--- src/rtl/counter_pkg.sv ---
// Shared types and constants for the parameterised up/down counter.
package counter_pkg;

  typedef enum logic {
    CNT_WRAP = 1'b0,
    CNT_SAT  = 1'b1
  } count_mode_e;

  localparam int CNT_DEF_WIDTH = 8;

endpackage

--- src/rtl/counter_next_val.sv ---
// Next-state datapath: load/inc/dec priority, boundary handling and flag set strobes.
module counter_next_val
  import counter_pkg::*;
#(
  parameter int               WIDTH = CNT_DEF_WIDTH,
  parameter logic [WIDTH-1:0] MAX_Q = '1,
  parameter count_mode_e      MODE  = CNT_WRAP
) (
  input  logic [WIDTH-1:0] q,
  input  logic             ld,
  input  logic             inc,
  input  logic             dec,
  input  logic [WIDTH-1:0] data_in,
  output logic [WIDTH-1:0] q_nxt,
  output logic             ovf_set,
  output logic             unf_set
);

  always_comb begin
    q_nxt   = q;
    ovf_set = 1'b0;
    unf_set = 1'b0;
    if (ld) begin
      q_nxt = (data_in > MAX_Q) ? MAX_Q : data_in;
    end else if (inc && dec) begin
      q_nxt = q;
    end else if (inc) begin
      if (q == MAX_Q) begin
        ovf_set = 1'b1;
        q_nxt   = (MODE == CNT_SAT) ? MAX_Q : '0;
      end else begin
        q_nxt = q + WIDTH'(1);
      end
    end else if (dec) begin
      if (q == '0) begin
        unf_set = 1'b1;
        q_nxt   = (MODE == CNT_SAT) ? '0 : MAX_Q;
      end else begin
        q_nxt = q - WIDTH'(1);
      end
    end
  end

endmodule

--- src/rtl/param_counter.sv ---
// Modulo/saturating up-down counter with sticky overflow/underflow flags.
module param_counter
  import counter_pkg::*;
#(
  parameter int              WIDTH   = CNT_DEF_WIDTH,
  parameter longint unsigned MAX_VAL = (64'd1 << WIDTH) - 64'd1,
  parameter count_mode_e     MODE    = CNT_WRAP
) (
  input  logic             clk,
  input  logic             rst,
  input  logic [WIDTH-1:0] data_in,
  input  logic             ld,
  input  logic             inc,
  input  logic             dec,
  input  logic             clr_flags,
  output logic [WIDTH-1:0] q,
  output logic             at_max,
  output logic             at_zero,
  output logic             ovf,
  output logic             unf
);

  if (WIDTH < 2 || WIDTH > 32) begin : g_bad_width
    $fatal(1, "param_counter: WIDTH=%0d outside 2..32", WIDTH);
  end
  if (MAX_VAL < 1 || MAX_VAL > ((64'd1 << WIDTH) - 64'd1)) begin : g_bad_max
    $fatal(1, "param_counter: MAX_VAL=%0d outside 1..2**WIDTH-1", MAX_VAL);
  end

  localparam logic [WIDTH-1:0] MAX_Q = MAX_VAL[WIDTH-1:0];

  logic [WIDTH-1:0] q_d, q_q;
  logic             ovf_d, ovf_q, unf_d, unf_q;
  logic             ovf_set, unf_set;

  counter_next_val #(
    .WIDTH (WIDTH),
    .MAX_Q (MAX_Q),
    .MODE  (MODE)
  ) u_next (
    .q       (q_q),
    .ld      (ld),
    .inc     (inc),
    .dec     (dec),
    .data_in (data_in),
    .q_nxt   (q_d),
    .ovf_set (ovf_set),
    .unf_set (unf_set)
  );

  // A set event in the same cycle as clr_flags must win.
  always_comb begin
    ovf_d = ovf_set | (ovf_q & ~clr_flags);
    unf_d = unf_set | (unf_q & ~clr_flags);
  end

  always_ff @(posedge clk or negedge rst) begin
    if (!rst) begin
      q_q   <= '0;
      ovf_q <= 1'b0;
      unf_q <= 1'b0;
    end else begin
      q_q   <= q_d;
      ovf_q <= ovf_d;
      unf_q <= unf_d;
    end
  end

  assign q       = q_q;
  assign ovf     = ovf_q;
  assign unf     = unf_q;
  assign at_max  = (q_q == MAX_Q);
  assign at_zero = (q_q == '0);

endmodule
--- config.mk ---
export PLATFORM = sky130hd
export DESIGN_NAME = param_counter
export DESIGN_NICKNAME = d
export VERILOG_FILES = /design/src/rtl/counter_pkg.sv /design/src/rtl/counter_next_val.sv /design/src/rtl/param_counter.sv
export SDC_FILE = /design/constraint.sdc
export NUM_CORES = 1
export LEC_CHECK = 0
export CORE_MARGIN = 2
export CORE_UTILIZATION = 43
export CTS_CLUSTER_SIZE = 40
export DETAILED_ROUTE_END_ITERATION = 10
export GPL_TIMING_DRIVEN = 0
export PLACE_DENSITY = 0.83
export SYNTH_ARGS = -nofsm -noshare
export SYNTH_HDL_FRONTEND = slang
export SYNTH_SLANG_ARGS = --single-unit
--- constraint.sdc ---
create_clock -name clk -period 1.7 [get_ports clk]
set_input_delay 0.34 -clock clk [delete_from_list [all_inputs] [get_ports clk]]
set_output_delay 0.34 -clock clk [all_outputs]
set_load 0.1 [all_outputs]
==> run metrics, run 1 <==
FFs w/ async S/R, synth=1.00; Layout fillers=175; Worst Tran Pin Value=559 ps; vias per std cell=6.09; antenna-violating nets left=0; Non-Filler Instances=183; status=complete, but fails checks; die area=2600 um2; floorplan core area=2150 um2; Max Cap Violations=0; top cells by area, synth=dfrtp_1 (26%), ha_1 (4.0%), nor2_1 (4.0%), inv_1 (3.6%), a21oi_1 (3.2%); fin crit period=2120 ps; sequential cell area fraction in the yosys report=0.264; CTS Buffer Depth=2; initial core utilization=0.442; # setup viols final=10; die width=51.0 um; PwrDens=923 nW/um2; via count of the first global-routing pass=1046; #FFs+latches synth=10; Hold Path Class=in -> async; DRC viols=0; Nets=173; Worst-path clk slew=70 ps; Max Freq=472 MHz; initial antenna violation count=0; Static Leak=0.563 nW; Site Rows=17; failing checks=setup timing; synthesis-to-layout area growth=57.6%; H-tree depth=1; clock skew=2.52 ps; RSZ-0062 raised after global routing=yes; EDFF count, synth=0; clk sinks=10; Synth Flop Type=dfrtp_1; Synth Net Count=134; Die Y=51.0 um; WP data required=1360 ps; Placed Instances=168; crit end category=output port; critical path type=reg -> out; GRT Total Usage=0.244; Critical Path Start Type=register; 1st-iter DRT viols=44; post-synth top area cell=dfrtp_1; DR pass1 iterations=4; Peak VDD IR=0.930 mV; Hold Vio Cnt, Final=0; TritonCTS clock tree=yes; WP data arrival=1780 ps; Place WS=-1130 ps; worst-path maximum fanout=6; root buf cell=clkbuf_4; Num CTS Buffers=3; cell count after synthesis=117; global-route wire length before repair=4760 um; largest net degree at the start of global routing=11; layout cells sized above 1=0.426; Slew Limit Fails=0; grt ovf=0; Wirelength per Cell=16.9 um; Port Buffers=23; GP Congestion=0.905; synthesized area=950 um2; final worst path period share=1.25; hpwl dp=2030 um; Slew headroom=0.622; Synth cell types=47; Synth top area share=0.264; diode count=0; Ys Warns=0; vias=1115; I/O pin count=26; Avg Inst Size Synth=8.12 um2; later-pin clock latency in the skew report=280 ps; final wirelength=3090 um; final worst setup slack=-419 ps
cell usage in the layout, fill, tap and decap left out, drive strengths merged, types with 4 or more instances in the layout:
cell type | synthesis | final
buf | 3 | 20
clkdlybuf4s50 | 0 | 11
nor2 | 10 | 10
dfrtp | 10 | 10
clkbuf | 7 | 9
clkdlybuf4s15 | 0 | 8
inv | 9 | 8
a21oi | 6 | 6
nand3 | 6 | 6
nor3 | 4 | 4
o31ai | 4 | 4
power breakdown:
part | switching, mW | internal (mW)
logic | 0.532 | 0.281
clock network | 0.102 | 0.131
registers | 0.0484 | 0.289
total | 0.682 | 0.700
critical path, stage by stage, from the launching register on:
cell and delay [ps]:
dfrtp_4 480, or3_1 380, clkbuf_1 260, nor2_4 190
buf_12 180
timing repair:
| action | 4_1_cts | 5_1_grt |
|---|---|---|
| pin swaps | 3 | 5 |
| resized for setup | 65 | 14 |
| endpoints found under the setup margin | 19 | 11 |
| hold buffers | 0 | 0 |
| setup buffers | 9 | 2 |
| gates cloned | 0 | 0 |
per-layer routing:
metal / part of all wire / GRT usage / vias to the layer above
met5: 0 / 0 / -
met4: 0.014 / 0.108 / 0
met3: 0.089 / 0.0439 / 7
met2: 0.50 / 0.407 / 65
met1: 0.40 / 0.304 / 521
li1: - / - / 522
worst paths after layout:
path / startpoint / to / slack (ps) / cells past startpoint
worst max-delay path: q[4] / at_zero / -420 / 4
worst min-delay path: rst / q[7] / 380 / 1
worst max register to register: q[0] / q[5] / -270 / 7
worst min register to register: unf / unf / 540 / 2
max in group asynchronous: rst / q[1] / 960 / 1
min in group clk: dec / ovf / 440 / 2
flip-flops by register name, summed over array words and instances, names as in the netlist:
name	count
unf	1
q	8
ovf	1
area by class of cell:
type	count	area, um2	share of cell area
multi-input combinational	88	707	0.472
timing repair buffer	34	345	0.231
sequential	10	275	0.184
buffer	10	55.1	0.0368
inverter	9	42.5	0.0284
clock buffer	4	36.3	0.0242
tap	28	35.0	0.0234
metrics by stage:
step	cell area (um2)	util	power, mW	setup TNS [ps]	hold slack, ps
2_1_floorplan	1000	-	0.859	-2020	44.4
3_3_place_gp	1270	0.591	1.03	-6240	500
3_5_place_dp	1270	0.591	1.04	-6390	534
4_1_cts	1430	0.665	1.31	-1890	405
5_1_grt	1500	0.697	1.43	-2460	429
6_report	1500	0.697	1.38	-1920	377
cells in the mapped netlist (all sizes together) (2+ instances only):
library cell,instances
dfrtp,10
nor2,10
inv,9
clkbuf,7
a21oi,6
nand3,6
nor3,4
o31ai,4
a211o,3
buf,3
ha,3
nand2,3
nor2b,3
o21ai,3
o32ai,3
a211oi,2
a21o,2
a221oi,2
a31oi,2
a41oi,2
and2,2
and4,2
o211ai,2
o41ai,2
or2,2
or3,2
xor2,2
logic make-up (layout without fill, tap and decap cells):
| group | Yosys count | count (layout) | share of synthesized area |
|---|---|---|---|
| AOI/OAI and AO/OA | 39 | 39 | 0.321 |
| xor gates and xnor gates | 3 | 3 | 0.0277 |
| adders and majority gates | 3 | 3 | 0.0395 |
| buffers and inverters | 19 | 57 | 0.0856 |
| DFF | 10 | 10 | 0.264 |
| muxes | 1 | 1 | 0.0119 |
| and+or+nand+nor | 42 | 42 | 0.250 |
Power figures use the tool's default switching activity.
==> inputs of run 2 (changes only) <==
REMOVE_ABC_BUFFERS = 1   (was unset)
==> run metrics, run 2 (synthesis gave the netlist of run 1 again) <==
H-tree depth=1; delay-heaviest family, CP=simple AND/OR/NAND/NOR gates; Max Cap Violations=0; most common cell after layout, fill and taps aside=clkdlybuf4s50_1; Num CTS Buffers=3; Fin Hold WS=402 ps; Port Buffers=25; R2R depth=7; reg2reg end=q[3]; DRC viols=0; setup TNS=-1210 ps; initial core utilization=0.442; I/O pin count=26; status=complete, but fails checks; GP Congestion=0.885; 1st-iter DRT viols=37; final worst path period share=1.21; Max Freq=486 MHz; diode count=0; largest net degree at the start of global routing=20; layout cells sized above 1=0.414; area post-placement=1190 um2; grt ovf=0; crit end category=output port; # setup viols final=7; PwrDens=887 nW/um2; RSZ-0062 raised after global routing=yes; Slew headroom=0.495; Hold Path Class=in -> async; Site Rows=17; via count of the first global-routing pass=1017; slowest CP cell=or4b_4; Critical Path Start Type=register; cts hold-fix bufs=0; Final Core Density=0.670; die area=2600 um2; clock skew=2.15 ps; antenna-violating nets left=0; Hold Vio Cnt, Final=0; WP data required=1360 ps; later-pin clock latency in the skew report=270 ps; r2r setup slk=-230 ps; die width=51.0 um; Pwr Total=1.28 mW; largest stage delay on the critical path=500 ps; Peak VDD IR=0.659 mV; clk sinks=10; Worst R2R Start=q[0]; critical path type=reg -> out; final worst setup slack=-358 ps; failing checks=setup timing; Die Y=51.0 um; worst-path maximum fanout=4; final wirelength=3060 um; WP buf/inv=2; initial antenna violation count=0; hpwl dp=1780 um; WP data arrival=1720 ps; floorplan core area=2150 um2; vias per std cell=6.25; GRT Total Usage=0.241; root buf cell=clkbuf_4; Static Leak=0.545 nW; commonest non-fill, non-tap cells in the layout=clkdlybuf4s50_1 (10), nor2_1 (9); CTS Buffer Depth=2; TritonCTS clock tree=yes; Worst Tran Pin Value=758 ps; Slew Limit Fails=0; Wirelength per Cell=17.7 um; Non-Filler Cell Area, Final=1440 um2; Worst-path clk slew=70 ps; vias=1082; DR pass1 iterations=4; number of flip-flops in the largest register=8; critical-path cell list=inv_2 -> ha_4 -> or4b_4 -> nor2_4 -> buf_12; global-route wire length before repair=4680 um; synthesis-to-layout area growth=51.6%; fin crit period=2060 ps; Nets=164
==> run 2: cell count changes in the layout (fill, tap and decap cells not counted), sizes merged <==
| cell | change |
|---|---|
| clkdlybuf4s15 | -5 |
| clkbuf | -4 |
| buf | -2 |
| dlygate4sd2 | +2 |
| clkdlybuf4s50 | -1 |
| clkinvlp | -1 |
| inv | +1 |
==> run 2: power breakdown <==
part,internal [mW],total [mW],switching [mW]
logic,0.249,0.725,0.476
clock network,0.0820,0.171,0.0891
registers,0.275,0.382,0.107
total,0.606,1.28,0.672
==> run 2: how the worst max path moves through the flow <==
stage / slack, ps / from / depth (start not counted) / end
3_5_place_dp: -1190 / q[0] / 5 / at_zero
6_report: -360 / q[0] / 5 / at_zero
2_1_floorplan: -1610 / q[0] / 4 / at_zero
4_1_cts: -340 / q[1] / 5 / at_zero
3_3_place_gp: -1160 / q[0] / 5 / at_zero
5_1_grt: -420 / q[0] / 5 / at_zero
==> run 2: through the flow <==
| stage | setup WS, ps | std cells |
|---|---|---|
| 6_report | -358 | 173 |
| 5_1_grt | -424 | 173 |
| 4_1_cts | -342 | 173 |
| 3_5_place_dp | -1190 | 160 |
| 3_3_place_gp | -1160 | 160 |
| 2_1_floorplan | -1610 | 107 |
==> run 2: worst reg2reg max path, cell delays in order, from the launching register on <==
cell and delay (ps):
dfrtp_2 430, inv_2 90, ha_4 120, or4b_4 500, buf_6 160, o32ai_4 280
o41ai_2 120, a22oi_1 150
==> run 2: timing repair <==
action | in CTS | in global routing
endpoints found under the setup margin | 20 | 15
buffers inserted | 10 | 3
resized for setup | 77 | 33
pin swaps | 5 | 11
==> run 2: per-layer routing <==
layer,track usage,vias to the layer above,share of wire
met3,0.0614,7,0.065
met2,0.416,46,0.51
li1,-,504,-
met1,0.302,525,0.41
met5,0,-,0
met4,0.0495,0,0.010
==> run 2: area by class of cell <==
type	instances	area, um2
fillers	174	708
inverters	9	36.3
well taps	28	35.0
repair buffers	35	324
clock buffers	3	22.5
flip-flops and latches	10	258
multi-input cells	88	764
